### config.mk
export PLATFORM = sky130hd
export DESIGN_NAME = store_buffer
export DESIGN_NICKNAME = d
export VERILOG_FILES = /design/src/rtl/store_buffer.sv
export SDC_FILE = /design/constraint.sdc
export NUM_CORES = 1
export LEC_CHECK = 0
export BUFFER_PORTS_ARGS = -buffer_cell sky130_fd_sc_hd__buf_2
export CAP_MARGIN = 30
export CORE_MARGIN = 10
export CORE_UTILIZATION = 30
export CTS_CLUSTER_DIAMETER = 50
export CTS_CLUSTER_SIZE = 12
export DETAILED_ROUTE_END_ITERATION = 10
export HOLD_SLACK_MARGIN = 0.12
export PLACE_DENSITY = 0.58
export SYNTH_ARGS = -nofsm -noshare
export SYNTH_HDL_FRONTEND = slang
export SYNTH_SLANG_ARGS = --single-unit
### constraint.sdc
create_clock -name clk -period 4.4 [get_ports clk]
set_input_delay 0.66 -clock clk [delete_from_list [all_inputs] [get_ports clk]]
set_output_delay 0.66 -clock clk [all_outputs]
set_load 0.005 [all_outputs]
### src/rtl/store_buffer.sv
// store_buffer: FIFO write buffer between the load/store path and a
// single-ported data memory. Stores are queued and drained one per cycle
// whenever a load does not need the port; loads always win the port.
//
// Optional feature macro: STORE_BUF_FWD_EN
//   defined   : loads see buffered stores through youngest-match forwarding,
//               ld_stall is tied low.
//   undefined : a load matching any buffered address stalls (no port grant)
//               until the matching entries have drained to memory.
//
// Ports:
//   clk, rst_n                       clock, async active-low reset
//   st_valid/st_addr/st_data         store request
//   st_ready                         buffer accepts a store this cycle
//   ld_req/ld_addr                   load request (combinational, one cycle)
//   ld_data                          load result, same cycle
//   ld_stall                         load cannot complete this cycle
//   flush_req                        request a full drain
//   flush_done                       one-cycle pulse when the drain completes
//   empty, count                     occupancy status
//   mem_address/mem_dataIn           data memory address / write data
//   mem_memRead/mem_memWrite         data memory enables (never both high)
//   mem_dataOut                      data memory read data
module store_buffer #(
  parameter int unsigned DATA_W = 19,
  parameter int unsigned ADDR_W = 19,
  parameter int unsigned DEPTH  = 4
) (
  input  logic                         clk,
  input  logic                         rst_n,
  input  logic                         st_valid,
  input  logic [ADDR_W-1:0]            st_addr,
  input  logic [DATA_W-1:0]            st_data,
  output logic                         st_ready,
  input  logic                         ld_req,
  input  logic [ADDR_W-1:0]            ld_addr,
  output logic [DATA_W-1:0]            ld_data,
  output logic                         ld_stall,
  input  logic                         flush_req,
  output logic                         flush_done,
  output logic                         empty,
  output logic [$clog2(DEPTH+1)-1:0]   count,
  output logic [ADDR_W-1:0]            mem_address,
  output logic [DATA_W-1:0]            mem_dataIn,
  output logic                         mem_memRead,
  output logic                         mem_memWrite,
  input  logic [DATA_W-1:0]            mem_dataOut
);

  localparam int unsigned PTR_W = (DEPTH > 1) ? $clog2(DEPTH) : 1;
  localparam int unsigned CNT_W = $clog2(DEPTH + 1);

  typedef enum logic [1:0] {
    RUN   = 2'd0,
    FLUSH = 2'd1,
    DONE  = 2'd2
  } state_t;

  state_t state_q, state_d;

  logic [ADDR_W-1:0] ent_addr [DEPTH];
  logic [DATA_W-1:0] ent_data [DEPTH];
  logic [DEPTH-1:0]  ent_valid;
  logic [PTR_W-1:0]  head, tail;

  logic push, pop, ld_grant, ld_hit;
  logic [PTR_W-1:0]  idx;

  // Status derived only from registered state (no path from ld_req)
  assign st_ready   = (count < CNT_W'(DEPTH)) && (state_q == RUN);
  assign empty      = (count == '0);
  assign flush_done = (state_q == DONE);

  assign push = st_valid && st_ready;

  // Match search over live entries, oldest to youngest so the youngest wins
`ifdef STORE_BUF_FWD_EN
  logic [DATA_W-1:0] fwd_data;

  always_comb begin
    ld_hit   = 1'b0;
    fwd_data = '0;
    idx      = '0;
    for (int i = 0; i < DEPTH; i++) begin
      idx = head + PTR_W'(i);
      if (ent_valid[idx] && (ent_addr[idx] == ld_addr)) begin
        ld_hit   = 1'b1;
        fwd_data = ent_data[idx];
      end
    end
  end

  assign ld_stall = 1'b0;
  assign ld_data  = !ld_req ? '0 : (ld_hit ? fwd_data : mem_dataOut);
`else
  always_comb begin
    ld_hit = 1'b0;
    idx    = '0;
    for (int i = 0; i < DEPTH; i++) begin
      idx = head + PTR_W'(i);
      if (ent_valid[idx] && (ent_addr[idx] == ld_addr)) begin
        ld_hit = 1'b1;
      end
    end
  end

  // A matching load waits for its stores to reach memory, then reads there
  assign ld_stall = ld_req && ld_hit;
  assign ld_data  = (ld_req && !ld_hit) ? mem_dataOut : '0;
`endif

  // Port arbitration: load first, then drain of the head entry
  assign ld_grant = ld_req && !ld_stall;
  assign pop      = !ld_grant && (count != '0);

  always_comb begin
    mem_memRead  = 1'b0;
    mem_memWrite = 1'b0;
    mem_address  = '0;
    mem_dataIn   = '0;
    if (ld_grant) begin
      mem_memRead = 1'b1;
      mem_address = ld_addr;
    end else if (pop) begin
      mem_memWrite = 1'b1;
      mem_address  = ent_addr[head];
      mem_dataIn   = ent_data[head];
    end
  end

  // Pointers, occupancy and entry valid bits
  always_ff @(posedge clk or negedge rst_n) begin
    if (!rst_n) begin
      head      <= '0;
      tail      <= '0;
      count     <= '0;
      ent_valid <= '0;
    end else begin
      if (push) begin
        ent_valid[tail] <= 1'b1;
        tail            <= tail + PTR_W'(1);
      end
      if (pop) begin
        ent_valid[head] <= 1'b0;
        head            <= head + PTR_W'(1);
      end
      count <= count + CNT_W'(push) - CNT_W'(pop);
    end
  end

  // Entry payload storage; qualified by ent_valid so it needs no reset
  always_ff @(posedge clk) begin
    if (push) begin
      ent_addr[tail] <= st_addr;
      ent_data[tail] <= st_data;
    end
  end

  // Flush FSM state register
  always_ff @(posedge clk or negedge rst_n) begin
    if (!rst_n) begin
      state_q <= RUN;
    end else begin
      state_q <= state_d;
    end
  end

  // Flush FSM next state; flush_req only matters in RUN
  always_comb begin
    state_d = state_q;
    unique case (state_q)
      RUN:     if (flush_req) state_d = FLUSH;
      FLUSH:   if (count == '0) state_d = DONE;
      DONE:    state_d = RUN;
      default: state_d = RUN;
    endcase
  end

endmodule
==> metrics.txt <==
status completed; syn_nets 759; Chip Width 200 um; Slowest-stage cell, CP mux4_2; grt ovf 0; clock latency on the worst-skew pair 0.43 ns; Reg2Reg Launch Point head[0]$_DFFE_PN0N_; min-delay src st_data[0]; Clock power frac 20.5%; top-count cell post-synth edfxtp_1; final setup vio count 0; async set or reset register ratio after synthesis 7.88%; Crit Path Max Fanout 12; Hold Path Class in -> reg; pwr/cell area 654 nW/um^2; # clock sinks 165; clock buffer depth 2; layout cells sized above 1 40.3%; VDD IR-drop max 0.320 mV; area share of the largest cell type after synthesis 47.1%; Yosys cell types 49; PortBufs 146; DR iter-0 viols 462; # fillers 3,039; Seq pwr share 25.6%; skew final 0.0116 ns; Setup crit start head[0]$_DFFE_PN0N_; Net Sw Frac 38.2%; maximum clock rate 232 MHz; I/O pins 147; first-pass GRT wire length 40.4 mm; final WL 28.0 mm; Cell Area, Synth 9690 um^2; Required @ worst endpoint 3.74 ns; initial core utilization 30.6%; minimum clock period 4.32 ns; routability-driven placement congestion ratio 0.946; 1st-pass router iterations 5; via count 6,421; synth warn 0; Hold Slack 0.438 ns; Final period util 98.2%; Power Internal 0.00477 W; Worst-Margin Slew 0.836 ns; number of global-route vias before repair 6,551; Comb power frac 53.9%; antenna violations before repair 6; ranking of synthesized cells by area edfxtp_1 (47%), mux4_2 (21%), xnor2_1 (6.8%), mux2i_1 (3.7%), dfrtp_1 (3.4%); Post-synth EDFFs 152; dpl cells 1,174; Avg Inst Size Synth 14.5 um^2; Sw Pwr 0.00295 W; Remaining DRCs 0; die span in y 200 um; DIE AREA 39,900 um^2; P_leak 4.44 nW; Synth Instances 667; Crit Path Class reg -> out; Core Area 31,700 um^2; Critical Path Source Type flip-flop; drt via density 5.26; delay-heaviest family, CP multiplexers; Final nets 895; Slew Viols, Final 0; crit end category primary output; biggest area consumer among synthesized cells edfxtp_1; Antenna Nets Post-Route 0; crit path buf inv count 4; root buffer cell clkbuf_16; H-tree level count 4; Post-DP HPWL 19.9 mm; FP Rows 65; pin count of the biggest net entering global routing 68; CTS buffer count 17; Area Overhead vs Synth 21.8%; critical-path cell list inv_1, ha_4, buf_12, mux4_2, xnor2_4, nand4_1, nor3_2, a22oi_1, nand4_4, buf_4, mux2i_1, buf_2; Tot GR Track Use 13.5%; CP peak stage delay 0.58 ns; DR WL/cell 22.9 um; Final Hold Fails 0; CTS tree yes; Top FF cell, synth edfxtp_1; slew margin rel. 44.3%; max-cap violations 0; post-synthesis sequential element count 165; final core occ 37.2%; arrival time worst endpoint 3.66 ns; Finished Layout Cells 1,220; most frequent cells after synthesis edfxtp_1 (152), mux4_2 (90), xnor2_1 (75); Clk pin slew, worst setup/hold paths 0.08 ns; Seq/Total Area, Yosys 50.4%
power groups by stage:
stage / clock network, W / logic [W] / registers [W]
floorplan: 0 / 0.00281 / 0.00197
global placement: 0 / 0.00377 / 0.00200
detailed placement: 0 / 0.00375 / 0.00200
CTS: 0.00160 / 0.00381 / 0.00197
global route: 0.00167 / 0.00447 / 0.00199
finish: 0.00158 / 0.00417 / 0.00198
per-stage QoR:
stage          TNS [ns]  setup WS [ns]  total power, W  area, um^2
6_report              0         0.0804         0.00773       11800
5_1_grt         -0.0739        -0.0315         0.00814       11800
4_1_cts               0        0.00867         0.00738       11500
3_5_place_dp          0          0.226         0.00576       10800
3_3_place_gp          0          0.271         0.00577       10800
2_1_floorplan         0         0.0209         0.00478        9700
metal layers:
layer  part of all wire [%]  global-route usage [%]
met2                     50                    22.9
met4                    1.3                    3.31
met5                   0.19                       0
met1                     42                    16.9
met3                    5.7                    3.27
placed cells by master, fill, tap and decap left out, types with 5 or more instances in the layout:
master	count
a21oi_1	5
a31oi_1	5
and3_1	40
buf_12	5
buf_2	146
buf_4	16
clkbuf_16	21
clkinv_8	5
dfrtp_1	11
edfxtp_1	152
ha_1	9
inv_1	33
inv_8	5
mux2i_1	35
mux4_2	90
nand2_1	48
nand3_1	6
nand4_1	27
nor2_1	8
nor3_1	9
o21ai_0	6
xnor2_1	58
xnor2_2	16
cells by family after synthesis:
logic type	count (synthesis)	share of synthesized area [%]
AOI/OAI and AO/OA	38	2.76
buffers and inverters	90	4.70
and+or+nand+nor	160	9.00
xor gates and xnor gates	76	6.87
muxes	127	24.7
DFF	165	50.4
adders and majority gates	11	1.50
area by class of cell:
type / count / area, um^2 / area share (%)
diodes: 2 / 5.00 / 0.0424
clock inverters: 15 / 218 / 1.84
multi-input cells: 412 / 4520 / 38.3
inverters: 33 / 124 / 1.05
flip-flops and latches: 165 / 4890 / 41.5
repair buffers: 174 / 1120 / 9.45
well taps: 402 / 503 / 4.26
clock buffers: 17 / 425 / 3.60
registers in the layout, summed over array words and instances, names as in the netlist:
register / count
ent_valid: 4
count: 3
ent_data: 76
state_q: 2
ent_addr: 76
tail: 2
head: 2
timing repair:
action / 4_1_cts / 5_1_grt
hold buffers: 1 / 0
pin swaps: 1 / 3
setup buffers: 5 / 3
endpoints found under the setup margin: 31 / 30
gates cloned: 0 / 4
gates resized for setup: 5 / 20
endpoints found under the hold margin: 13 / 0
path summary, 6_finish.rpt:
path	to	slack, ns	depth (start not counted)
max	mem_address[10]	0.08	12
min	ent_data[0][0]$_DFFE_PP_	0.44	1
max reg2reg	count[2]$_DFF_PN0_	0.30	17
min reg2reg	state_q[1]$_DFFE_PN0P_	0.48	1
max in group asynchronous	head[0]$_DFFE_PN0N_	3.46	2
min in group asynchronous	ent_valid[1]$_DFF_PN0_	0.67	2
Note: power is estimated with default switching activity, not from simulation.
